===== src/rtl/multi_tap_correlator.sv =====
// rtl/multi_tap_correlator.sv - N-tap I/Q code correlator with saturating integrators
// and a valid/ack dump holding register with overrun detection.
module multi_tap_correlator #(
  parameter int NTAPS   = 3,
  parameter int SPACING = 1,
  parameter int ACC_W   = 16
) (
  input  logic                     clk,
  input  logic                     rstn,
  input  logic                     mix_i_sign,
  input  logic                     mix_q_sign,
  input  logic [2:0]               mix_i_mag,
  input  logic [2:0]               mix_q_mag,
  input  logic                     code_in,
  input  logic                     hc_enable,
  input  logic                     dump_enable,
  input  logic                     dump_ack,
  output logic [NTAPS*ACC_W-1:0]   i_acc,
  output logic [NTAPS*ACC_W-1:0]   q_acc,
  output logic                     dump_valid,
  output logic                     overrun,
  output logic [NTAPS-1:0]         sat
);

  localparam int L = (NTAPS - 1) * SPACING + 1;
  localparam logic signed [ACC_W-1:0] MAXV = {1'b0, {(ACC_W-1){1'b1}}};
  localparam logic signed [ACC_W-1:0] MINV = {1'b1, {(ACC_W-1){1'b0}}};

  typedef enum logic {EMPTY = 1'b0, FULL = 1'b1} state_t;

  logic [L-1:0]              sr;
  logic signed [ACC_W-1:0]   acc_i  [NTAPS];
  logic signed [ACC_W-1:0]   acc_q  [NTAPS];
  logic signed [ACC_W-1:0]   term_i [NTAPS];
  logic signed [ACC_W-1:0]   term_q [NTAPS];
  logic signed [ACC_W-1:0]   sum_i  [NTAPS];
  logic signed [ACC_W-1:0]   sum_q  [NTAPS];
  logic [NTAPS-1:0]          ovf;
  logic [NTAPS-1:0]          sat_run;
  state_t                    state, state_nx;

  function automatic logic signed [ACC_W-1:0] term_of(input logic sgn, input logic [2:0] mag,
                                                      input logic c);
    logic signed [ACC_W-1:0] m;
    m = $signed({{(ACC_W-3){1'b0}}, mag});
    return (sgn ^ c) ? -m : m;
  endfunction

  // Returns {overflow, clamped sum}; overflow shows up as disagreeing top two bits.
  function automatic logic [ACC_W:0] sat_add(input logic signed [ACC_W-1:0] a,
                                             input logic signed [ACC_W-1:0] t);
    logic signed [ACC_W:0] s;
    s = {a[ACC_W-1], a} + {t[ACC_W-1], t};
    if (s[ACC_W] != s[ACC_W-1])
      return {1'b1, (s[ACC_W] ? MINV : MAXV)};
    return {1'b0, s[ACC_W-1:0]};
  endfunction

  generate
    if (L == 1) begin : g_sr1
      always_ff @(posedge clk or negedge rstn) begin
        if (!rstn)          sr <= '0;
        else if (hc_enable) sr <= code_in;
      end
    end else begin : g_srn
      always_ff @(posedge clk or negedge rstn) begin
        if (!rstn)          sr <= '0;
        else if (hc_enable) sr <= {sr[L-2:0], code_in};
      end
    end
  endgenerate

  always_comb begin
    ovf = '0;
    for (int k = 0; k < NTAPS; k++) begin
      logic [ACC_W:0] ri, rq;
      term_i[k] = term_of(mix_i_sign, mix_i_mag, sr[k*SPACING]);
      term_q[k] = term_of(mix_q_sign, mix_q_mag, sr[k*SPACING]);
      ri        = sat_add(acc_i[k], term_i[k]);
      rq        = sat_add(acc_q[k], term_q[k]);
      sum_i[k]  = ri[ACC_W-1:0];
      sum_q[k]  = rq[ACC_W-1:0];
      ovf[k]    = ri[ACC_W] | rq[ACC_W];
    end
  end

  // A dump cycle's own sample opens the next interval rather than closing this one.
  always_ff @(posedge clk or negedge rstn) begin
    if (!rstn) begin
      for (int k = 0; k < NTAPS; k++) begin
        acc_i[k] <= '0;
        acc_q[k] <= '0;
      end
      sat_run <= '0;
    end else if (dump_enable) begin
      for (int k = 0; k < NTAPS; k++) begin
        acc_i[k] <= term_i[k];
        acc_q[k] <= term_q[k];
      end
      sat_run <= '0;
    end else begin
      for (int k = 0; k < NTAPS; k++) begin
        acc_i[k] <= sum_i[k];
        acc_q[k] <= sum_q[k];
      end
      sat_run <= sat_run | ovf;
    end
  end

  always_ff @(posedge clk or negedge rstn) begin
    if (!rstn) begin
      i_acc <= '0;
      q_acc <= '0;
      sat   <= '0;
    end else if (dump_enable) begin
      for (int k = 0; k < NTAPS; k++) begin
        i_acc[k*ACC_W +: ACC_W] <= acc_i[k];
        q_acc[k*ACC_W +: ACC_W] <= acc_q[k];
      end
      sat <= sat_run;
    end
  end

  always_ff @(posedge clk or negedge rstn) begin
    if (!rstn) state <= EMPTY;
    else       state <= state_nx;
  end

  always_comb begin
    state_nx = state;
    case (state)
      EMPTY:   if (dump_enable) state_nx = FULL;
      FULL:    if (dump_ack && !dump_enable) state_nx = EMPTY;
      default: state_nx = EMPTY;
    endcase
  end

  always_comb begin
    dump_valid = (state == FULL);
  end

  // Overrun is sticky until the processor acknowledges; a same-cycle ack excuses the dump.
  always_ff @(posedge clk or negedge rstn) begin
    if (!rstn)
      overrun <= 1'b0;
    else if (state == FULL && dump_enable && !dump_ack)
      overrun <= 1'b1;
    else if (state == FULL && dump_ack)
      overrun <= 1'b0;
  end

endmodule


===== config.mk =====
export PLATFORM = sky130hd
export DESIGN_NAME = multi_tap_correlator
export DESIGN_NICKNAME = d
export VERILOG_FILES = /design/src/rtl/multi_tap_correlator.sv
export SDC_FILE = /design/constraint.sdc
export NUM_CORES = 1
export LEC_CHECK = 0
export CORE_MARGIN = 3
export CORE_UTILIZATION = 39
export DETAILED_ROUTE_END_ITERATION = 16
export SLEW_MARGIN = 20
export SYNTH_ARGS = -nofsm -noshare
export SYNTH_HDL_FRONTEND = slang
export SYNTH_SLANG_ARGS = --single-unit

===== constraint.sdc =====
create_clock -name clk -period 10.6 [get_ports clk]
set_input_delay 1.06 -clock clk [delete_from_list [all_inputs] [get_ports clk]]
set_output_delay 1.06 -clock clk [all_outputs]
set_load 0.03 [all_outputs]

==> impl_metrics.json, run 1 <==
{
  "clk_pin_slew_ps": 60,
  "vias_per_cell": 5.76,
  "die-area_um2": 38000,
  "layout_common_cells": "203 x dfrtp_1, 116 x o21ai_0, 113 x a21oi_1, 112 x clkdlybuf4s50_1, 110 x mux2_2",
  "io_buffers": 114,
  "clock-sinks": 203,
  "arrival_ps": 7130,
  "die_h_um": 195,
  "path_buf_inv": 3,
  "worstPathMaxFanout": 17,
  "area_growth_pct": 16.4,
  "grt_pass1_vias": 11568,
  "post_cts_buffers": 0,
  "num_vias": 11713,
  "synthesis.nets": 1600,
  "final.setup.tns_ps": 0,
  "hold_viol": 0,
  "finalMaxSlewViolations": 0,
  "multi_input_area_um2": 8250,
  "core-area_um2": 34900,
  "syn_avg_cell_area_um2": 9.26,
  "place_hpwl_um": 26900,
  "cts.hold.buffers_added": 0,
  "cp_top_family": "compound AO/OA/AOI/OAI gates",
  "worst_pin_slew_ps": 1010,
  "ys.flop_type": "dfrtp_1",
  "cp_slowest_cell": "clkdlybuf4s50_1",
  "synth_area_um2": 13900,
  "wirelength_um": 38000,
  "synth_seq_cells": 203,
  "wire_per_inst_um": 18.7,
  "place_ws_ps": 3290,
  "grt_max_degree": 100,
  "final_area_um2": 16200,
  "timing.hold.ws_ps": 500,
  "synthArstFlopShare": 1.00,
  "start_util": 0.400,
  "cts_tree": "yes",
  "synth-edff-count": 0,
  "ys_types": 88,
  "skew_ps": 7.45,
  "path_cells": "clkdlybuf4s50_1, xor2_2, nor2_1, a21oi_1, inv_1, ha_1, a21o_1, o21ai_0, a211oi_1, a22oi_1, a221oi_1, a21oi_1, mux2_2, a211oi_2, xor2_1, ha_1, clkinv_1, o21ai_0, a41oi_1, nor2_1, a2111oi_0",
  "fin_nets": 1655,
  "drc": 0,
  "cts-root-buf": "clkbuf_16",
  "final_common_cell": "dfrtp_1",
  "critical_path.startpoint": "mix_q_sign",
  "grt_usage": 0.196,
  "min_period_ps": 6780,
  "synth-warning-count": 0,
  "max_freq_ghz": 0.148,
  "seqCellArea_um2": 5080,
  "cts_buffers": 25,
  "grt_remaining_overflow": 0,
  "hp-start": "sat_run[2]",
  "maxCapViolCount": 0,
  "insertedDiodeCount": 0,
  "grt_pass1_wl_um": 62700,
  "ant_nets": 0,
  "rsz0062_at_grt": "false",
  "cts-htree-levels": 1,
  "cts-resized-gates": 0,
  "cp.required_ps": 10950,
  "r2r-start": "sr[1]",
  "critPathMaxStageDelay_ps": 770,
  "gp_congestion": 0.880,
  "cts_buffer_depth": 3,
  "drt_iter0_markers": 895,
  "min_path_type": "flop to flop",
  "place_area_um2": 15300,
  "yosysSeqAreaShare": 0.364,
  "die-width_um": 195,
  "drive_above_1_share": 0.129,
  "rows": 68,
  "ios": 115,
  "nFillCells": 3362,
  "min_period_over_period": 0.639,
  "max_slew_margin": 0.324,
  "crit_type": "input port to flop",
  "run_status": "complete, no violations",
  "start_kind": "input port",
  "cp-end-kind": "flop",
  "timing.final.ws_setup_ps": 3820,
  "clock_latency_ps": 520,
  "grt_antenna_before_repair": 0,
  "syn_inst": 1506,
  "setup_viol": 0,
  "drtPass1Iterations": 5
}
-- worst min-delay path: cells and delay by family (launching register included) --
family / cells / cell delay [ps]
simple gates: 2 / 120
flops: 1 / 340
-- cell families after synthesis --
family | share of synthesized area
compound gates | 0.221
xor+xnor | 0.0706
fa+ha+maj | 0.0750
buf+inv | 0.0444
flops | 0.364
mux | 0.0917
simple gates | 0.133
-- flip-flops by register name, summed over array words and instances (netlist names) --
| register | flops |
|---|---|
| i_acc | 48 |
| overrun | 1 |
| acc_q | 48 |
| sat_run | 3 |
| sat | 3 |
| sr | 3 |
| q_acc | 48 |
| acc_i | 48 |
| dump_valid | 1 |
-- synth_stat cells, types with 30 or more instances --
master	n	area share
nor3_1	41	0.015
clkbuf_1	65	0.018
a21oi_1	113	0.041
mux2_2	110	0.089
a31oi_1	33	0.015
inv_1	52	0.014
dfrtp_1	203	0.36
o21ai_0	116	0.042
xor2_1	30	0.019
xnor2_1	68	0.043
ha_1	74	0.066
nor2_1	91	0.025
nand2_1	105	0.028
-- per-layer routing --
metal / GRT usage / share of wire / up-vias
met5: 0 / 0 / -
met4: 0.0452 / 0.019 / 0
met3: 0.0286 / 0.050 / 57
met2: 0.314 / 0.46 / 307
met1: 0.281 / 0.47 / 5716
li1: - / - / 5633
-- cell type report --
| cell class | count | area share |
|---|---|---|
| clock buffer | 32 | 0.0433 |
| clock inverter | 13 | 0.0121 |
| inverter | 54 | 0.0125 |
| multi-input combinational | 1153 | 0.508 |
| sequential | 203 | 0.313 |
| tap | 455 | 0.0351 |
| timing repair buffer | 124 | 0.0754 |
-- worst paths after layout --
path / depth (start not counted) / end / slack [ps]
worst max-delay path: 21 / acc_q[26] / 3820
worst min-delay path: 2 / sat_run[2] / 500
worst max register to register: 17 / acc_i[29] / 4440
worst min register to register: 2 / sat_run[2] / 500
max in group asynchronous: 2 / i_acc[28] / 8860
min in group asynchronous: 1 / acc_q[42] / 510
-- per-stage QoR --
stage / utilization / cells
detailed placement: 0.439 / 1989
floorplan: - / 1506
global placement: 0.439 / 1989
global route: 0.465 / 2034
CTS: 0.465 / 2034
finish: 0.465 / 2034
Power of run 1 is not shown: default switching activity piles up to over one toggle a cycle in this logic, so the estimate is an artifact.
==> run 2: changes to the inputs <==
Clock period 10.6 ns to 6.8 ns, I/O delays scaled along.
==> run 2 against run 1 <==
  * Critical path type unchanged
  * Final cell count is 0.93% higher
  * Die area unchanged
  * Sequential share of layout area is 0.091 points lower
  * Sequential cell count is the same
  * Highest routed layer is now met5
  * Hold slack worse by 370 ps
  * First-iteration DRC count shrank 8.9%
==> impl_metrics.json, run 2 (synthesis gave the netlist of run 1 again) <==
{
  "wire_per_inst_um": 18.4,
  "die-area_um2": 38000,
  "fin_nets": 1679,
  "cts_buffers": 25,
  "arrival_ps": 6040,
  "cp-end-kind": "flop",
  "hold_viol": 0,
  "place_area_um2": 15500,
  "critPathMaxStageDelay_ps": 660,
  "io_buffers": 114,
  "clock-sinks": 203,
  "start_kind": "input port",
  "area_growth_pct": 16.7,
  "layout_common_cells": "203 x dfrtp_1, 116 x o21ai_0, 113 x a21oi_1, 112 x clkdlybuf4s50_1, 110 x mux2_2",
  "final_area_um2": 16300,
  "wirelength_um": 37900,
  "max_freq_ghz": 0.177,
  "final_common_cell": "dfrtp_1",
  "path_cells": "clkdlybuf4s50_1, xor2_2, buf_4, a21oi_1, inv_1, ha_1, a21o_1, o21ai_0, a211oi_1, a22oi_1, a221oi_1, a21oi_1, mux2_2, a211oi_2, xor2_1, ha_1, clkinv_1, o21ai_0, a41oi_1, nor2_1, a2111oi_0",
  "gp_congestion": 0.864,
  "cts-resized-gates": 0,
  "crit_type": "input port to flop",
  "run_status": "complete, no violations",
  "ant_nets": 0,
  "drtPass1Iterations": 7,
  "start_util": 0.400,
  "min_path_type": "input port to asynchronous set/reset pin",
  "max_slew_margin": 0.367,
  "drc": 0,
  "cp.required_ps": 7200,
  "worstPathMaxFanout": 12,
  "drive_above_1_share": 0.136,
  "skew_ps": 18.0,
  "grt_remaining_overflow": 0,
  "grt_antenna_before_repair": 1,
  "rows": 68,
  "finalMaxSlewViolations": 0,
  "clock_latency_ps": 540,
  "cts_buffer_depth": 3,
  "ios": 115,
  "final.setup.tns_ps": 0,
  "cts-htree-levels": 1,
  "clk_pin_slew_ps": 60,
  "setup_viol": 0,
  "core-area_um2": 34900,
  "grt_pass1_wl_um": 63200,
  "grt_usage": 0.197,
  "cts.hold.buffers_added": 0,
  "die-width_um": 195,
  "vias_per_cell": 5.74,
  "cp_slowest_cell": "clkdlybuf4s50_1",
  "min_period_over_period": 0.830,
  "grt_pass1_vias": 11811,
  "grt_max_degree": 89,
  "cts_tree": "yes",
  "num_vias": 11794,
  "min_period_ps": 5640,
  "worst_pin_slew_ps": 949,
  "r2r_slack_ps": 1410,
  "place_hpwl_um": 26900,
  "rsz0062_at_grt": "false",
  "post_cts_buffers": 0,
  "maxCapViolCount": 0,
  "insertedDiodeCount": 0,
  "cts-root-buf": "clkbuf_16",
  "die_h_um": 195,
  "drt_iter0_markers": 815
}
[run 2: cell count changes in the layout (fill, tap and decap cells not counted), sizes merged]
cell,delta
clkinv,-4
bufinv,-3
clkbuf,+2
buf,+24
clkinvlp,-1
inv,+1
[run 2: per-layer routing]
layer	wire [µm]	global-route usage	part of all wire	up-vias
li1	-	-	-	5669
met4	694	0.0454	0.018	2
met2	17500	0.322	0.46	288
met3	1860	0.0305	0.049	54
met5	13	0	0.00034	-
met1	17800	0.277	0.47	5781
[run 2: final cells by class]
class | instances | area [µm²]
Clock inverter | 6 | 83.8
Fill cell | 3370 | 18600
Tap cell | 455 | 569
Multi-Input combinational cell | 1153 | 8240
Timing Repair Buffer | 148 | 1400
Clock buffer | 34 | 689
Sequential cell | 203 | 5080
Inverter | 54 | 203
[run 2: final timing paths]
check,from,endpoint,depth (start not counted)
setup / recovery,mix_q_sign,acc_q[26],21
setup reg to reg,sr[1],acc_q[26],20
hold reg to reg,sat_run[1],sat_run[1],2
min in group clk,sat_run[1],sat_run[1],2
max in group asynchronous,rstn,i_acc[3],2
hold / removal,rstn,q_acc[11],1
[run 2: critical path: cells and delay by family]
family | cells | cell delay [ps]
multiplexers | 1 | 320
AO/OA/AOI/OAI | 11 | 2680
adder cells (fa/ha/maj) | 2 | 750
XOR/XNOR | 2 | 370
AND/OR/NAND/NOR | 1 | 100
buffers and inverters | 4 | 1110
[run 2: through the flow]
| stage | hold slack (ps) | instances | setup slack [ps] | utilization |
|---|---|---|---|---|
| after floorplan | 384 | 1506 | 1720 | - |
| after global placement | 481 | 2013 | 805 | 0.444 |
| after detailed placement | 490 | 2013 | 633 | 0.444 |
| after CTS | 159 | 2053 | 1190 | 0.466 |
| after global routing | 178 | 2053 | 749 | 0.466 |
| final | 132 | 2053 | 1160 | 0.466 |
Power of run 2 is left out for the same reason.
